**src/rtl/counter_core_pkg.sv**
```systemverilog
// Shared width defaults for the VGA timing/control blocks.
//   PULSE_WIDTH_DEF   : default width of a sync-pulse length field
//   REZ_MAX_WIDTH_DEF : default width of a period field and of a position counter
package counter_core_pkg;

    localparam int unsigned PULSE_WIDTH_DEF   = 8;
    localparam int unsigned REZ_MAX_WIDTH_DEF = 12;

endpackage : counter_core_pkg

```
**src/rtl/counter_core.sv**
```systemverilog
// Free-running position counter with an active-low sync strobe, used as the
// horizontal or vertical timing core of a VGA controller.
//
// Ports:
//   Clk          : clock, all state changes on the rising edge
//   Rst          : asynchronous active-high reset
//   Sync_pulse   : sync pulse length in clocks (unsigned)
//   Count_max    : period length in clocks (unsigned); 0 or 1 holds the count at 0
//   Counter_sync : active-low sync strobe, low while CounterP < Sync_pulse (registered)
//   CounterP     : current position, 0 .. Count_max-1 (registered)
module counter_core
    import counter_core_pkg::*;
#(
    parameter int unsigned PULSE_WIDTH   = PULSE_WIDTH_DEF,
    parameter int unsigned REZ_MAX_WIDTH = REZ_MAX_WIDTH_DEF
) (
    input  logic                     Clk,
    input  logic                     Rst,
    input  logic [PULSE_WIDTH-1:0]   Sync_pulse,
    input  logic [REZ_MAX_WIDTH-1:0] Count_max,
    output logic                     Counter_sync,
    output logic [REZ_MAX_WIDTH-1:0] CounterP
);

    // Common width so the sync compare zero-extends whichever operand is narrower.
    localparam int unsigned CMP_W = (PULSE_WIDTH > REZ_MAX_WIDTH) ? PULSE_WIDTH : REZ_MAX_WIDTH;

    logic [REZ_MAX_WIDTH-1:0] count_q;
    logic [REZ_MAX_WIDTH-1:0] count_d;
    logic [REZ_MAX_WIDTH-1:0] last_pos_c;
    logic                     sync_q;
    logic                     sync_d;

    // Next-state count and strobe; the strobe is derived from count_d so it
    // lines up with CounterP on the same edge.
    always_comb begin
        last_pos_c = '0;
        if (Count_max != '0) begin
            last_pos_c = Count_max - REZ_MAX_WIDTH'(1);
        end

        // >= (not ==) so a period shortened below the current position wraps at once.
        count_d = count_q + REZ_MAX_WIDTH'(1);
        if (count_q >= last_pos_c) begin
            count_d = '0;
        end

        sync_d = (CMP_W'(count_d) >= CMP_W'(Sync_pulse));
    end

    // State register.
    always_ff @(posedge Clk or posedge Rst) begin
        if (Rst) begin
            count_q <= '0;
            sync_q  <= 1'b1;
        end else begin
            count_q <= count_d;
            sync_q  <= sync_d;
        end
    end

    assign CounterP     = count_q;
    assign Counter_sync = sync_q;

endmodule : counter_core

```
**config.mk**
```make
export PLATFORM = sky130hd
export DESIGN_NAME = counter_core
export DESIGN_NICKNAME = d
export VERILOG_FILES = /design/src/rtl/counter_core_pkg.sv /design/src/rtl/counter_core.sv
export SDC_FILE = /design/constraint.sdc
export NUM_CORES = 1
export LEC_CHECK = 0
export ABC_AREA = 1
export CORE_MARGIN = 4
export CORE_UTILIZATION = 54
export DETAILED_ROUTE_END_ITERATION = 8
export GPL_TIMING_DRIVEN = 0
export HOLD_SLACK_MARGIN = 0.12
export PLACE_DENSITY = 0.84
export RECOVER_POWER = 50
export SLEW_MARGIN = 15
export SYNTH_ARGS = -nofsm -noshare
export SYNTH_HDL_FRONTEND = slang
export SYNTH_SLANG_ARGS = --single-unit
export TNS_END_PERCENT = 5
```
**constraint.sdc**
```tcl
create_clock -name Clk -period 3.55 [get_ports Clk]
set_input_delay 0.355 -clock Clk [delete_from_list [all_inputs] [get_ports Clk]]
set_output_delay 0.355 -clock Clk [all_outputs]
set_load 0.005 [all_outputs]
```
# Yosys cells after proc, flatten, opt, wreduce, memory -nomap -nowiden
# Cells that the tools add are included.
# classes
mux	2
reduce_logical	1
magnitude_cmp	2
add_sub_neg	2
# op_table
operator	n
12-bit two-way mux	2
12-bit by 1-bit adder with 12-bit output, second input constant	1
12-bit >= comparator	1
12-bit by 8-bit >= comparator with 1-bit output	1
12-bit nonzero test	1
12-bit by 1-bit subtractor with 12-bit output, second input constant	1
# word_totals
register_bits	13
input_bits	22
word_cells	9
out_inout_bits	13

# Longest topological paths before layout
# Gate-level depths: netlist (run 1).
# logic_depth
ltp_word	5
ltp_mapped	28
mapped_depth_nobuf	28

# Worst setup path before layout (run 1)
# Ideal clock, no wire load.
# synth_timing
path_type	in2reg
from	input Count_max[0]
to	register sync_q (netlist: Counter_sync)
setup_ns	0.077
n_path_buf	0
arrival_ns	2.853
setup_slack_ns	0.620
cell_stages	21
required_time_ns	3.473
cell_sequence	inv_1 ha_1 nand2_1 nor3_1 nand3_1 o211ai_1 ha_1 nand2_2 inv_1 nand2_1 nand2_2 a21oi_4 nand2_4 nor3b_1 ha_1 nand2_1 nor2_1 a211oi_1 nand2_1 nor2_1 nand2_1
# synth_between
elab_chain_cells	5
elab_cells_between_ends	6
cone_classes	add/sub: 1; order compare: 2; mux: 2; reduce/logical: 1
# synth_rtl
element	line	source
start: declaration	counter_core.sv:20	input logic [REZ_MAX_WIDTH-1:0] Count_max,
12-bit by 1-bit subtractor with 12-bit output / 12-bit nonzero test (equally long branches)	counter_core.sv:39, counter_core.sv:38	
12-bit two-way mux (*)	counter_core.sv:38	if (Count_max != '0) begin
12-bit >= comparator (*)	counter_core.sv:44	if (count_q >= last_pos_c) begin
12-bit two-way mux (*)	counter_core.sv:44	
via count_d[7]	counter_core.sv:29	logic [REZ_MAX_WIDTH-1:0] count_d;
12-bit by 8-bit >= comparator with 1-bit output (*)	counter_core.sv:48	sync_d = (CMP_W'(count_d) >= CMP_W'(Sync_pulse));
via sync_d	counter_core.sv:32	logic sync_d;
end signal: assignment	counter_core.sv:58	sync_q <= sync_d;
end: declaration	counter_core.sv:31	logic sync_q;
# Mark *: on every way through the listed nets, which the timed path passes. The rest lies on a longest branch.

# Worst setup path after layout (run 1)
# layout_timing
from	input Count_max[2]
to	register sync_q (netlist: Counter_sync)
# Same word-level chain as after synthesis.

==> metrics, run 1 <==
largest family of logic cells by synthesized area=simple AND/OR/NAND/NOR gates; Critical Path Most Common Cell=nand2_1; outcome=completed; synthesized flop and latch total=13; Sink Count=13; final WL=3.49 mm; die area=0.00374 mm2; Post-CTS Hold Buffers=0; crit-path cells=clkdlybuf4s50_1 -> nor2_1 -> nand2_2 -> nor3_4 -> clkinvlp_4 -> nand2_1 -> ha_1 -> nand2_1 -> nand2_1 -> nand2_1 -> nand2_1 -> a21oi_4 -> nand2_4 -> nor3b_2 -> ha_1 -> nand2_1 -> nor2_1 -> a211oi_1 -> nand2_1 -> nor2_1 -> nand2_1; CORE AREA=approximately 0.0027 mm2; routability cong.=0.794; Routed wire per std cell=11.6 um; Min-Delay Path Class=in -> async; layout cells sized above 1=20.7%; Post-route DRC=0; vias in the first global route=~1300; Final Hold Fails=0; Detailed Route Iter0 Violations=93; Worst Path Required=3.76 ns; Post-Synth Simple-Gate Area=41.8%; routed vias/inst=5.07; PortBufs=34; Top-Level Pins=35; cell depth of the worst setup path=21; post-synthesis xor/xnor area fraction=3.45%; Mapped Area=0.00153 mm2; Multi-input gate area=0.00114 mm2; most frequent cells in the layout=nand2_1 (60), inv_1 (33), ha_1 (22); register area=between 300 and 400 um2; root buf cell=clkbuf_4; worst path buffer plus inverter count=2; CP startpoint=Count_max[2]; fraction of the mapped netlist area in compound gates=slightly below 5%; Pre-Repair DR Iteration Count=4; Routed Antenna Nets=0; fmax=~0.29 GHz; met2 usage=31.7%; TritonCTS Buffers=3; syn avg cell area=6.75 um2; largest net degree at the start of global routing=14; initial cell density of the core=55.8%; Register-to-Register Path Depth=16; max-slew violation count=0; Die W=61.1 um; Pleak=1.13 nW; Max-slew headroom=67.2%; CP endpoint=Counter_sync; total grt overflow=0; routed via count=1526; nets=316; Worst VDD drop=0.440 mV; Arr. time, crit path=3.60 ns; busiest grt layer=met2; H-tree depth=1; power per cell area=414 mW/mm2; Post-Synth Adder-Cell Area=18.9%; commonest non-fill, non-tap cell in the layout=nand2_1; Reg-to-Reg Start=CounterP[0]; Setup Skew=0.00589 ns; hold slack final=0.526 ns; register area share after synthesis=21.4%; total track usage=18.5%; R2R Path End=Counter_sync; cells after synthesis=between 200 and 250; Tcrit/Tclk final=95.6%; first-pass GRT wire length=5.16 mm; max-capacitance violation count=0; WS Path Type=in -> reg; Worst path slowest cell=clkdlybuf4s50_1; Post-DP HPWL=2.65 mm; top cell family by delay on the critical path=simple AND/OR/NAND/NOR gates; largest stage delay on the critical path=approximately 0.48 ns; syn nets=about 270; CP Launch Type=input pin; met3 Usage GRT=2.52%; Layout fillers=210; Yosys warning count=0; Pwr Total=0.000855 W; number of diodes=0; Layout area overhead=35.5%; clock insertion delay at the later pin of the skew report=roughly 0.28 ns; worst slew pin tran=0.491 ns; setup total negative slack=0 ns; CTS tree=built; Distinct cells, synth=27; row count=19; min cycle time layout=~3.4 ns; CP Max Fanout=5; Worst Setup End Kind=flip-flop; met1 usage=a little under a quarter; initial antenna violation count=0; post-synthesis mux area share=0%; reg2reg setup slack=between 0.9 and 1 ns; Die Ht=61.1 um; clock-pin slew on the worst setup and hold paths=0.08 ns; count of final setup violators=0; Max clock buf depth=2
[layer usage]
layer	part of all wire [%]	vias up	wire (um)
met5	0	-	0
met4	2.1	0	72
met3	5.9	7	205
met2	49	44	1710
met1	43	672	1510
li1	-	803	-
[layout make-up]
cell class	count	area share [%]
Timing Repair Buffer	38	18.6
Sequential cell	13	15.8
Timing Repair inverter	1	0.363
Tap cell	31	1.88
Multi-Input combinational cell	175	55.0
Inverter	39	7.08
Clock buffer	4	1.27
[synthesized netlist by cell type]
master | count | area, um2
nor3_2 | 4 | 40.0
dfrtp_1 | 12 | 300
xnor2_1 | 2 | 17.5
o21ai_0 | 2 | 10.0
nand2_1 | 64 | 240
nand2_4 | 1 | 11.3
inv_1 | 35 | 131
inv_2 | 4 | 15.0
nor3b_1 | 2 | 15.0
or2_2 | 5 | 31.3
nor2_2 | 3 | 18.8
a21oi_4 | 1 | 16.3
nand3_1 | 12 | 60.1
nor2_4 | 4 | 45.0
nor2_1 | 26 | 97.6
xor2_1 | 4 | 35.0
o21a_1 | 1 | 7.51
dfstp_2 | 1 | 26.3
nor4_1 | 1 | 6.26
nand4_1 | 3 | 18.8
a211oi_1 | 1 | 7.51
ha_1 | 23 | 288
nor3_1 | 3 | 15.0
nand3b_1 | 1 | 7.51
a21oi_1 | 5 | 25.0
o211ai_1 | 1 | 7.51
nand2_2 | 5 | 31.3
[flip-flops by register name (all words and copies together), names as in the netlist]
signal        count
CounterP         12
Counter_sync      1
[logic make-up after synthesis]
kind of cell / count (synthesis)
flops: 13
simple gates: 134
buf+inv: 39
fa+ha+maj: 23
compound gates: 11
xor+xnor: 6
[worst min path at each step]
stage | startpoint | endpoint | slack, ns | depth (start not counted)
6_report | Rst | CounterP[3] | 0.53 | 2
5_1_grt | Rst | CounterP[2] | 0.56 | 2
4_1_cts | Rst | CounterP[2] | 0.39 | 2
3_5_place_dp | CounterP[0] | CounterP[0] | 0.60 | 1
3_3_place_gp | CounterP[0] | CounterP[0] | 0.58 | 1
2_1_floorplan | Rst | CounterP[0] | 0.23 | 1
[report_power, final]
part	switching [W]	internal, W	total [W]
Sequential	0.0000629	0.000196	0.000259
Clock	0.0000464	0.0000436	0.0000901
Combinational	0.000268	0.000239	0.000506
Total	0.000377	0.000478	0.000855
[stage by stage]
step | instances | utilization [%] | worst slack (ns) | instance area (um2)
after floorplan | 226 | - | 0.620 | 1530
after global placement | 291 | 69.7 | -0.194 | 1900
after detailed placement | 291 | 69.7 | -0.255 | 1900
after CTS | 295 | 70.6 | 0.0195 | 1930
after global routing | 301 | 75.6 | -0.0969 | 2070
final | 301 | 75.6 | 0.158 | 2070
[timing repair]
item | in CTS | in global routing
resized for setup | 0 | 29
endpoints found under the setup margin | 0 | 1
buffers inserted | 0 | 4
(Power assumes the default switching activity.)
==> run 2, diff against run 1 <==
- CORE_MARGIN: 4 -> unset
- CORE_UTILIZATION: 54 -> 46
- PLACE_DENSITY: 0.84 -> 0.76
- SLEW_MARGIN: 15 -> 0
- clock period: 3.55 -> 2.7 ns (I/O delays scaled with it)
==> run 2 against run 1 <==
Net effect: die area is 5.1% lower; non-clock buffer count is 12 higher; first-iteration DRC count is 7.5% lower; global-route usage is 4.8 points higher; highest routed layer unchanged; largest power group unchanged; clock skew is 0.00097 ns lower; utilization is 1.9 points lower; sequential power is 34% higher; register-to-register slack worse by 0.88 ns; count of clock-buffer cells in the layout stayed put; the run now ends with negative setup slack left.
==> metrics, run 2 (synthesized netlist as in run 1, its figures left out) <==
Sink Count=13; routed vias/inst=approximately 4.9; Layout fillers=~270; clock insertion delay at the later pin of the skew report=about 0.27 ns; Pwr Total=roughly 0.0012 W; Min-Delay Path Class=in -> async; power per cell area=514 mW/mm2; DP Worst Slack=-0.908 ns; max-slew violation count=0; vias in the first global route=1515; nets=326; min cycle time layout=between 2 and 3 ns; initial antenna violation count=0; Register-to-Register Path Depth=16; Die W=59.6 um; final core occ=between 70% and 80%; Post-route DRC=0; Largest register FFs=12; Worst VDD drop=0.477 mV; Final Hold Fails=0; WS Path Type=in -> reg; Worst Setup End Kind=flip-flop; unrepaired setup endpoints after global routing=true; Worst Path Required=a little under 3 ns; Die Ht=59.6 um; clock-pin slew on the worst setup and hold paths=0.08 ns; fin area=0.00229 mm2; row count=20; Routed Antenna Nets=0; routability cong.=0.819; Pleak=1.17 nW; hold slack final=roughly 0.45 ns; reg2reg setup slack=0.11 ns; Reg-to-Reg Start=CounterP[7]; Detailed Route Iter0 Violations=between 80 and 90; Layout area overhead=49.9%; Routed wire per std cell=11.7 um; CORE AREA=between 0.003 and 0.004 mm2; Setup Skew=0.00492 ns; most frequent cells in the layout=nand2_1 (57), inv_1 (32), ha_1 (19); total grt overflow=0; Max clock buf depth=2; R2R Path End=Counter_sync; H-tree depth=1; CP Max Fanout=6; CTS tree=built; worst slew pin tran=0.487 ns; Arr. time, crit path=3.05 ns; count of final setup violators=1; final WL=between 3 and 4 mm; commonest non-fill, non-tap cell in the layout=nand2_1; total track usage=23.3%; CP Launch Type=input pin; Max-slew headroom=67.5%; fmax=~0.35 GHz; initial cell density of the core=between 40% and 50%; number of diodes=0; Post-DP HPWL=around 2.7 mm; root buf cell=clkbuf_4; routed via count=roughly 1600; outcome=complete, but fails checks; largest net degree at the start of global routing=14; first-pass GRT wire length=6.27 mm; failing checks=negative setup slack; max-capacitance violation count=0; Top-Level Pins=35; layout cells sized above 1=32.5%; Pre-Repair DR Iteration Count=4; PortBufs=34; Placed Area=0.00196 mm2; die area=0.00355 mm2; PnR worst setup slack=-0.151 ns; TritonCTS Buffers=3; Tcrit/Tclk final=106%
-- run 2: changes by cell type in the layout (fill, tap and decap cells not counted), sizes merged --
| cell | change |
|---|---|
| clkinvlp | -1 |
| buf | +24 |
| clkdlybuf4s50 | -6 |
| nand2 | -1 |
| dlymetal6s2s | -6 |
-- run 2: report_power, final --
group / leakage, nW / switching [W] / internal, W
registers: 0.167 / 0.0000892 / 0.000257
logic: 0.993 / 0.000367 / 0.000346
clock network: 0.0150 / 0.0000575 / 0.0000571
-- run 2: repair_timing --
| item | 4_1_cts | 5_1_grt |
|---|---|---|
| setup endpoints to repair | 1 | 1 |
| pin swaps | 31 | 20 |
| resized for setup | 97 | 14 |
| setup buffers | 12 | 4 |
| hold buffers | 0 | 0 |
-- run 2: final cells by class --
class                      count  area, um2  area share [%]
sequential                    13        327            14.3
inverter                      39        159            6.95
tap                           44       55.1            2.41
timing repair buffer          50        460            20.1
multi-input combinational    174       1260            55.1
clock buffer                   4       26.3            1.15
-- run 2: worst max-delay path by stage --
stage / to / startpoint / slack, ns / depth (start not counted)
CTS: Counter_sync / Count_max[1] / -0.11 / 29
floorplan: Counter_sync / Count_max[1] / -0.008 / 27
global route: Counter_sync / Count_max[8] / -0.38 / 22
finish: Counter_sync / Count_max[8] / -0.15 / 24
global placement: Counter_sync / Count_max[4] / -0.92 / 26
detailed placement: Counter_sync / Count_max[7] / -0.91 / 26
-- run 2: stage by stage --
stage / TNS (ns) / cells
global placement: -1.23 / 304
detailed placement: -1.24 / 304
finish: -0.151 / 324
CTS: -0.111 / 320
global route: -0.383 / 324
floorplan: -0.00752 / 226
-- run 2: metal layers --
| metal | global-route usage [%] | up-vias | part of all wire, % |
|---|---|---|---|
| li1 | - | 826 | - |
| met5 | 0 | - | 0 |
| met1 | 27.7 | 712 | 44 |
| met2 | 44.5 | 44 | 50 |
| met4 | 6.64 | 0 | 1.2 |
| met3 | 1.53 | 8 | 4.5 |
-- run 2: critical path: stages --
cell and delay [ns]:
buf_6 0.11, nor2_4 0.12, buf_4 0.11, buf_4 0.09, buf_4 0.10, nand2_1 0.05
nand2_1 0.09, nand3_1 0.09, ha_1 0.30, nand2_1 0.09, nor2_4 0.15, nand2_2 0.06
nor2_2 0.08, nand2_2 0.08, nand2_4 0.12, buf_4 0.14, nor2_2 0.04, ha_1 0.28
a21oi_1 0.15, nor2_1 0.05, a211oi_1 0.20, nand2_1 0.07, nor2_1 0.12, nand2_1 0.07
==> run 3, diff against run 2 <==
- ABC_AREA: 1 -> unset
- CORE_ASPECT_RATIO: unset -> 0.9
- CORE_UTILIZATION: 46 -> 44
- PLACE_DENSITY: 0.76 -> 0.75
==> run 3 against run 2 <==
Net effect: the run still ends with negative setup slack left; clock power rose by 3%; critical path depth fell by 8; die area fell by 8.9%; synthesized cell count fell by 31%; first-iteration DRC count fell by 37%; critical path type unchanged; utilization fell by 4.4 points; global-route usage fell by 1.7 points; critical endpoint unchanged; cell count fell by 25%; sequential power barely moved; highest routed layer unchanged; total power rose by 1.2%.
==> metrics, run 3 <==
outcome=complete, but fails checks; failing checks=negative setup slack; Sw Pwr=0.000467 W; Routed wire per std cell=13.9 um; register area share after synthesis=24.7%; power per cell area=between 600 and 700 mW/mm2; Tcrit/Tclk final=145%; Layout area overhead=46.2%; Worst Setup End Kind=flip-flop; syn avg cell area=about 8.4 um2; top cells by area, synth=dfrtp_1 (23%), ha_1 (22%), xor2_1 (9.3%); cells after synthesis=157; PortBufs=34; Final Hold Fails=0; Gate power share=60.8%; number of synthesized flops with an enable pin=0; total track usage=a little over a fifth; routed via count=around 1300; nets=249; top-count cell post-synth=ha_1; fmax=0.256 GHz; cell taking the most area after synthesis=dfrtp_1; commonest non-fill, non-tap cell in the layout=clkdlybuf4s50_1; CP Launch Type=input pin; Arr. time, crit path=about 4.1 ns; initial cell density of the core=a little under half; largest net degree at the start of global routing=14; Synth Flop Type=dfrtp_1; Post-DP HPWL=2.53 mm; Distinct cells, synth=31; Worst VDD drop=0.416 mV; min cycle time layout=between 3 and 4 ns; Post-CTS Hold Buffers=0; share of total power in the clock network=10.1%; H-tree depth=1; unrepaired setup endpoints after global routing=true; routability cong.=0.857; Commonest cells post-synth=ha_1 (23), nor2_1 (18), xor2_1 (14); Switching Share=around two fifths; Pint=0.000721 W; syn nets=202; fraction of registers with async set/reset=100%; Setup Skew=approximately 0.0030 ns; layout cells sized above 1=between 10% and 20%; Die W=59.8 um; initial antenna violation count=0; Layout fillers=254; count of final setup violators=13; row count=18; WS Path Type=in -> reg; worst slew pin tran=0.481 ns; clock-pin slew on the worst setup and hold paths=~0.080 ns; Min-Delay Path Class=in -> async; TritonCTS Buffers=3; CTS tree=built; number of diodes=0; Post-route DRC=0; # placed instances=231; register area=327 um2; Pre-Repair DR Iteration Count=4; Top-Level Pins=35; Max clock buf depth=2; Worst Path Required=2.90 ns; Pleak=0.916 nW; max-slew violation count=0; total grt overflow=0; Flop pwr share=29.1%; Die Ht=54.0 um; Yosys warning count=0; synthesized flop and latch total=13; Routed Antenna Nets=0; Detailed Route Iter0 Violations=54; most frequent cells in the layout=clkdlybuf4s50_1 (29), ha_1 (20), xor2_1 (14); first-pass GRT wire length=around 5.3 mm; root buf cell=clkbuf_4; vias in the first global route=1244; hold slack final=0.439 ns; Max-slew headroom=67.9%; Multi-input gate area=0.00106 mm2; CORE AREA=0.00279 mm2; clock insertion delay at the later pin of the skew report=0.27 ns; max-capacitance violation count=0; die area=0.00323 mm2; Sink Count=13; share of the synthesized area in the top cell type=22.7%; PnR worst setup slack=-1.21 ns; Mapped Area=0.00132 mm2; final WL=3.37 mm; Largest register FFs=12; routed vias/inst=5.38; CP Max Fanout=5; non-filler instance count after layout=243
-- run 3: cell types whose count changed after synthesis, moves of 5 or more --
cell / before / now
inv_1: 35 / 13
nand2_1: 64 / 13
nand2_2: 5 / 0
nand2b_1: 0 / 5
nand3_1: 12 / 4
nor2_1: 26 / 18
or2_2: 5 / 0
xor2_1: 4 / 14
-- run 3: layout make-up --
class / instances / area share (%)
Buffer: 3 / 1.16
Timing Repair Buffer: 42 / 20.7
Inverter: 13 / 2.52
Sequential cell: 13 / 16.9
Tap cell: 40 / 2.59
Clock buffer: 4 / 1.36
Multi-Input combinational cell: 128 / 54.8
-- run 3: worst paths after layout --
| path | startpoint | cells after the start | end | slack, ns |
|---|---|---|---|---|
| setup reg to reg | CounterP[0] | 12 | Counter_sync | 0.03 |
| hold / removal | Rst | 2 | CounterP[3] | 0.44 |
| hold reg to reg | CounterP[0] | 1 | CounterP[0] | 0.54 |
| max in group asynchronous | Rst | 2 | Counter_sync | 1.92 |
| setup / recovery | Count_max[5] | 16 | Counter_sync | -1.21 |
| min in group Clk | CounterP[0] | 1 | CounterP[0] | 0.54 |
-- run 3: layer usage --
metal  part of all wire, %  global-route usage [%]  wire [um]
met5                     0                       0          0
met4                   1.4                    3.88         48
met3                   4.7                    4.33        157
met2                    51                    40.7       1730
met1                    43                    25.5       1440
-- run 3: timing repair --
item / in CTS / in global routing
gates resized for setup: 23 / 13
endpoints found under the setup margin: 13 / 13
buffers inserted: 6 / 2
cloned: 1 / 0
pin swaps: 15 / 14
-- run 3: cell families after synthesis --
logic type,Yosys count,share of synthesized area [%]
XOR/XNOR,18,11.9
buffers and inverters,17,5.39
AO/OA/AOI/OAI,20,9.36
AND/OR/NAND/NOR,65,26.2
adder cells (fa/ha/maj),23,21.7
multiplexers,1,0.756
flip-flops,13,24.7
-- run 3: power groups by stage --
stage          sequential (W)  clock [W]  combinational [W]
2_1_floorplan        0.000332          0           0.000385
3_3_place_gp         0.000347          0           0.000594
3_5_place_dp         0.000347          0           0.000625
4_1_cts              0.000345   0.000123           0.000668
5_1_grt              0.000358   0.000131           0.000798
6_report             0.000346   0.000119           0.000723
-- run 3: through the flow --
| step | total power [W] | TNS (ns) | utilization [%] | setup WS, ns | instance area (um2) |
|---|---|---|---|---|---|
| 2_1_floorplan | 0.000717 | -7.40 | - | -1.28 | 1390 |
| 3_5_place_dp | 0.000972 | -17.35 | 63.6 | -2.08 | 1780 |
| 3_3_place_gp | 0.000940 | -16.71 | 63.6 | -2.03 | 1780 |
| 5_1_grt | 0.00129 | -7.82 | 69.3 | -1.30 | 1940 |
| 6_report | 0.00119 | -6.89 | 69.3 | -1.21 | 1940 |
| 4_1_cts | 0.00114 | -7.73 | 66.8 | -1.31 | 1860 |
-- run 3: critical path, cell delays in order --
cell	delay [ns]
buf_6	0.10
or4_4	0.52
or4_4	0.52
or4b_4	0.58
and2_4	0.17
ha_4	0.20
nand2b_4	0.13
a21oi_2	0.11
o21ai_1	0.09
a211o_1	0.34
nand2b_4	0.18
ha_4	0.21
nand2b_4	0.13
a21o_1	0.19
a211oi_2	0.25
o221ai_2	0.13
